<file path="src/rtl/mux_nx1_scan.sv">
// -----------------------------------------------------------------------------
// mux_nx1_scan
//
// N-to-1 multiplexer with a registered output and an optional auto-scan
// sequencer. In manual mode the channel comes from sel. In scan mode an
// internal index walks channels 0..N-1 and holds each one for DWELL enabled
// cycles. Every enabled sample is tagged with the channel it came from and a
// one-cycle valid strobe.
//
// Parameters
//   WIDTH  bits per channel
//   N      number of channels (>= 2)
//   SEL_W  select / index width, equal to clog2(N)
//   DWELL  enabled cycles each channel is held in scan mode (>= 1)
//
// Ports
//   clk      rising-edge clock
//   rst_n    asynchronous active-low reset
//   din      packed channel data, channel k at [k*WIDTH +: WIDTH]
//   sel      manual channel select (used only when mode = 0)
//   mode     0 = manual, 1 = auto-scan
//   en       sample enable; when low everything holds except y_valid/wrap,
//            which drop to 0
//   y        registered selected data
//   ch       channel index y was taken from
//   y_valid  high for the cycle following each enabled sample
//   wrap     high together with the last sample of channel N-1 in a scan,
//            i.e. on the edge where the scan index rolls back to 0
//   err      last manual sample used an out-of-range select (sel >= N)
// -----------------------------------------------------------------------------
module mux_nx1_scan #(
    parameter int WIDTH = 8,
    parameter int N     = 4,
    parameter int SEL_W = 2,
    parameter int DWELL = 4
) (
    input  logic                 clk,
    input  logic                 rst_n,
    input  logic [N*WIDTH-1:0]   din,
    input  logic [SEL_W-1:0]     sel,
    input  logic                 mode,
    input  logic                 en,
    output logic [WIDTH-1:0]     y,
    output logic [SEL_W-1:0]     ch,
    output logic                 y_valid,
    output logic                 wrap,
    output logic                 err
);

    // A DWELL of 1 still needs a one-bit counter so the compare stays legal.
    localparam int DW_W = (DWELL > 1) ? $clog2(DWELL) : 1;

    localparam logic [DW_W-1:0]  DWELL_LAST = DW_W'(DWELL - 1);
    localparam logic [SEL_W-1:0] IDX_LAST   = SEL_W'(N - 1);

    // Channel unpacking
    logic [WIDTH-1:0] w_chan [N];

    genvar g;
    generate
        for (g = 0; g < N; g++) begin : g_chan
            assign w_chan[g] = din[g*WIDTH +: WIDTH];
        end
    endgenerate

    // Registered state
    logic [WIDTH-1:0] r_y;
    logic [SEL_W-1:0] r_ch;
    logic             r_valid;
    logic             r_wrap;
    logic             r_err;
    logic [SEL_W-1:0] r_idx;
    logic [DW_W-1:0]  r_dwell;

    // Selection paths
    logic [WIDTH-1:0] w_man_data;
    logic [WIDTH-1:0] w_scan_data;
    logic             w_sel_ok;
    logic             w_dwell_done;
    logic             w_idx_last;

    // Codes above N-1 only exist when N is not a power of two; such a
    // select decodes to no channel and the output is forced to zero.
    assign w_sel_ok     = (sel <= IDX_LAST);
    assign w_dwell_done = (r_dwell == DWELL_LAST);
    assign w_idx_last   = (r_idx == IDX_LAST);

    always_comb begin
        w_man_data = '0;
        for (int k = 0; k < N; k++) begin
            if (sel == SEL_W'(k)) begin
                w_man_data = w_chan[k];
            end
        end
    end

    always_comb begin
        w_scan_data = '0;
        for (int k = 0; k < N; k++) begin
            if (r_idx == SEL_W'(k)) begin
                w_scan_data = w_chan[k];
            end
        end
    end

    always_ff @(posedge clk or negedge rst_n) begin
        if (!rst_n) begin
            r_y     <= '0;
            r_ch    <= '0;
            r_valid <= 1'b0;
            r_wrap  <= 1'b0;
            r_err   <= 1'b0;
            r_idx   <= '0;
            r_dwell <= '0;
        end else if (en) begin
            r_valid <= 1'b1;
            if (!mode) begin
                // Manual: scan position parks at channel 0 / dwell 0 so that
                // entering scan always starts from the first channel.
                r_y     <= w_sel_ok ? w_man_data : '0;
                r_ch    <= sel;
                r_err   <= ~w_sel_ok;
                r_wrap  <= 1'b0;
                r_idx   <= '0;
                r_dwell <= '0;
            end else begin
                r_y   <= w_scan_data;
                r_ch  <= r_idx;
                r_err <= 1'b0;
                if (w_dwell_done) begin
                    r_dwell <= '0;
                    if (w_idx_last) begin
                        r_idx  <= '0;
                        r_wrap <= 1'b1;
                    end else begin
                        r_idx  <= r_idx + 1'b1;
                        r_wrap <= 1'b0;
                    end
                end else begin
                    r_dwell <= r_dwell + 1'b1;
                    r_wrap  <= 1'b0;
                end
            end
        end else begin
            // Paused: data, tag, error and scan position hold.
            r_valid <= 1'b0;
            r_wrap  <= 1'b0;
        end
    end

    assign y       = r_y;
    assign ch      = r_ch;
    assign y_valid = r_valid;
    assign wrap    = r_wrap;
    assign err     = r_err;

endmodule
</file>
<file path="config.mk">
export PLATFORM = sky130hd
export DESIGN_NAME = mux_nx1_scan
export DESIGN_NICKNAME = d
export VERILOG_FILES = /design/src/rtl/mux_nx1_scan.sv
export SDC_FILE = /design/constraint.sdc
export NUM_CORES = 1
export LEC_CHECK = 0
export CORE_ASPECT_RATIO = 1.5
export CORE_MARGIN = 5
export CORE_UTILIZATION = 41
export CTS_BUF_LIST = sky130_fd_sc_hd__clkbuf_8 sky130_fd_sc_hd__clkbuf_16
export DETAILED_ROUTE_END_ITERATION = 12
export GPL_ROUTABILITY_DRIVEN = 0
export PLACE_DENSITY = 0.82
export SETUP_SLACK_MARGIN = 0.02
export SLEW_MARGIN = 20
export SYNTH_ARGS = -nofsm -noshare
export SYNTH_HDL_FRONTEND = slang
export SYNTH_SLANG_ARGS = --single-unit
</file>
<file path="constraint.sdc">
create_clock -name clk -period 1.8 [get_ports clk]
set_input_delay 0.27 -clock clk [delete_from_list [all_inputs] [get_ports clk]]
set_output_delay 0.27 -clock clk [all_outputs]
set_load 0.005 [all_outputs]
</file>
# After elaboration in Yosys (flattened, before gate mapping)
# Cells that the tools add are included.
dict set report totals {
  reg_bits 17
  in_bits 38
  out_inout_bits 13
}
dict set report classes {
  addsub 2
  magnitude_cmp 1
  eq_ne 8
  muxes 22
  n_bitwise 1
  n_reduce_logical 3
}
# operator n
set ops {}
lappend ops {{$mux W8} 10}
lappend ops {{$mux W2} 6}
lappend ops {{$eq A2 B2 Y1 const B} 5}
lappend ops {{$mux W1} 6}
lappend ops {{$add A2 B1 Y2 const B} 2}
lappend ops {{$eq A2 B1 Y1 const B} 2}
lappend ops {{$logic_not A2 Y1} 2}
lappend ops {{$le A2 B2 Y1 const B} 1}
lappend ops {{$ne A2 B1 Y1 const B} 1}
lappend ops {{$reduce_and A2 Y1} 1}
lappend ops {{$not A1 Y1} 1}

# Logic depth before layout (Yosys ltp)
dict set report depth {
  word_depth 7
  depth_mapped 7
  depth_no_buf 5
}

# Worst setup path before layout
# No wires, ideal clock.
dict set report synth_timing {
  path_kind {reg2reg}
  startpoint {reg r_idx[1]}
  endpoint {reg r_y[0] (netlist: y[0])}
  setup_time_ns 0.127
  t_arrival_ns 1.397
  required_ns 1.673
  slack_ns 0.276
  stages_incl_launch_ff 8
  path_buffers 2
  synth_period_minus_slack_ns 1.524
  path_cell_list {dfrtp_1 inv_1 ha_1 clkbuf_1 nor2b_1 clkbuf_1 a221oi_1 o21ai_1}
}
dict set report synth_via {
  elab_chain_len 6
  elab_cells_between_ends 9
  cone_classes {eq/ne (3); mux (5); reduce/logical (1)}
}
# item line_no
set synth_rtl {}
lappend synth_rtl {{start: declaration} 72} ;# logic [SEL_W-1:0] r_idx;
lappend synth_rtl {{start signal: assignment} 136} ;# r_idx <= r_idx + 1'b1;
lappend synth_rtl {{$logic_not A2 Y1} 100} ;# if (r_idx == SEL_W'(k)) begin
lappend synth_rtl {{$mux W8 (3 in a row)} 100}
lappend synth_rtl {{$mux W8 (*)} 100}
lappend synth_rtl {{$mux W8 (*)} 117} ;# if (!mode) begin
lappend synth_rtl {{end signal: assignment} 120} ;# r_y <= w_sel_ok ? w_man_data : '0;
lappend synth_rtl {{end signal: assignment} 127} ;# r_y <= w_scan_data;
lappend synth_rtl {{end: declaration} 67} ;# logic [WIDTH-1:0] r_y;
# Every way passes the cells marked *; elsewhere a longest branch is shown, timed or not.
# A chain may end at the register's enable or synchronous reset.

# Worst setup path after layout
dict set report layout_timing {
  startpoint {reg r_idx[0]}
  endpoint {reg r_y[4] (netlist: y[4])}
}
# Same word-level chain as after synthesis.

==> reports/results.ini <==
[status]
status = finished clean

[global_routing]
grt_overflow = 0
met2_usage_pct = 33.71
grt_pass1_vias = 1174
grt_util_met3_pct = 4.868
grt_max_degree = 17
use_met1_pct = 19.87
antenna_found_initial = 0
grt_pass1_wl_mm = 5.368
busiest_layer = met2
grtUsageTotal_pct = 18.70

[synthesis]
yosys_register_bits = 16
async_flop_share_pct = 100.0
syn_inst = 101
syn_nets = 144
synthDistinctLibCells = 27
synth_warnings = 0
avgSynthCellArea_sq_um = 10.88
synthMostInstantiatedCell = dfrtp_1
ys_seq_area_share_pct = 36.45
synth-edff-count = 0
netlist_area_sq_um = 1099
yosys-top-cells-area = dfrtp_1 36%, mux4_2 16%, a221oi_1 6.4%
ys.flop_type = dfrtp_1
synth_top_area_share_pct = 36.45
synth_top_cell_by_area = dfrtp_1

[sta]
slew_violations = 0
tightest_slew_ns = 0.6506
relSlewSlack_pct = 56.53
fin_crit_ns = 1.665
finClkSkew_ns = 0.002530
setup_viol = 0
rsz0062_at_grt = false
finalHoldViolations = 0
period_share_pct = 92.52
clock.fmax_mhz = 600.5

[floorplan]
pin_count = 51
die_area_sq_um = 3836
core_sq_um = 2619
die-height_um = 73.40
rows = 23
die_w_um = 52.27
start_util_pct = 41.95

[critical_path]
startpoint = r_idx[0]
crit_type = register to register
cp_max_fo = 8
endpoint_kind = register
reg2reg_depth = 5
r2r-end = y[4]
rr_startpoint = r_idx[0]
required_ns = 1.93
critPathArrivalTime_ns = 1.80
ff2ff_setup_slack_ns = 0.13
crit_path_start_kind = register

[final_layout]
antenna_cells = 0
drive_above_1_share_pct = 13.61
fin_nets = 191
final_util_pct = 64.26
fin_area_sq_um = 1683
area_delta_synth_final_pct = 53.19

[job]
cap_violations = 0

[clock_network]
clockBufferDepth = 2
cts_max_level = 1
numCtsBuffers = 3
insertion_delay_ns = 0.25
cts_hold_buffers = 0
cts_tree = yes
cts_num_sinks = 16
root_buffer = clkbuf_8
clkTransAtPathRegs_ns = 0.07

[routing]
ant_nets = 0
drt-vias-per-instance = 5.897
drt_wl_total_mm = 3.378
firstDrtPassIters = 4
post-route-drc-count = 0
drtIter0Drc = 48
detail_route.wl_per_cell_um = 18.36
vias = 1085

[placement]
place_area_sq_um = 1625
port_buffers = 49
place_hpwl_mm = 2.651

[power_and_ir_drop]
power.density_nw_per_um2 = 749.2
leakage_nw = 0.6514
peakVddDrop_uv = 562.8
p_total_mw = 1.261

[hold_path]
hold_path_class = input pin to asynchronous set/reset pin

## registers in the layout, summed over array words and instances, names as in the netlist
signal   count
ch           2
r_dwell      2
r_idx        2
wrap         1
y            8
y_valid      1
## area by class of cell
type	count	area (sq um)
Tap cell	37	46.29
Clock buffer	4	55.05
Sequential cell	16	400.4
Fill cell	219	935.9
Timing Repair Buffer	54	540.5
Multi-Input combinational cell	68	621.8
Inverter	5	18.77
## where the power goes
group / switching (mW) / total [mW] / internal [mW]
Sequential: 0.0386 / 0.455 / 0.416
Combinational: 0.199 / 0.476 / 0.277
Clock: 0.135 / 0.330 / 0.194
Total: 0.373 / 1.26 / 0.888
## cells in the final DEF (no fill, tap or decap)
cell / count
clkbuf_8: 4
mux2i_1: 2
mux2_2: 1
o21ai_0: 4
a22o_1: 1
a21oi_1: 2
nand2b_1: 1
o221ai_1: 8
ha_1: 5
nor2b_2: 1
nand3_1: 2
o21ai_1: 8
nand2_1: 1
dfrtp_1: 16
and2_1: 1
clkinv_1: 1
a221oi_1: 8
buf_12: 1
or2_2: 1
conb_1: 1
a22oi_1: 8
nor2b_1: 2
clkdlybuf4s50_1: 49
buf_4: 4
mux4_2: 8
inv_1: 4
nor2_1: 3
## cells by family after synthesis
group                      count (synthesis)  synth area share [%]
adders and majority gates                  5                 5.695
muxes                                     11                 19.25
DFF                                       16                 36.45
other                                      1                0.3414
and+or+nand+nor                           12                 5.696
buffers and inverters                     17                 7.174
AOI/OAI and AO/OA                         39                 25.40
## what timing repair did
| item | in CTS | in global routing |
|---|---|---|
| endpoints found under the setup margin | 0 | 3 |
| buffers inserted | 0 | 0 |
| resized for setup | 0 | 1 |
## worst max path at each step
stage | end | slack (ns) | cells after the start
after detailed placement | y[1] | -0.03 | 5
after floorplan | y[0] | 0.28 | 7
after CTS | y[4] | 0.13 | 5
after global routing | y[7] | 0.06 | 5
final | y[4] | 0.13 | 5
after global placement | y[7] | 0.02 | 5
## per-layer routing
layer | part of all wire (%) | wire, um
met1 | 35 | 1173
met2 | 55 | 1855
met3 | 8.2 | 278
met5 | 0 | 0
met4 | 2.1 | 70
## metrics by stage
step	worst slack, ns	instances	hold WS (ns)	setup TNS [ns]
after floorplan	0.2764	101	-0.02559	0
after global placement	0.01774	180	0.5047	0
after detailed placement	-0.03171	180	0.5136	-0.06779
after CTS	0.1271	184	0.3380	0
after global routing	0.06346	184	0.3528	0
final	0.1346	184	0.3338	0
## worst max-delay path: stages, from the launching register on
cell and delay [ns]:
dfrtp_1 0.45, inv_1 0.10, ha_1 0.21, or2_2 0.39, a221oi_1 0.28, o21ai_1 0.10
No activity file was read; power rests on OpenSTA's default activity.
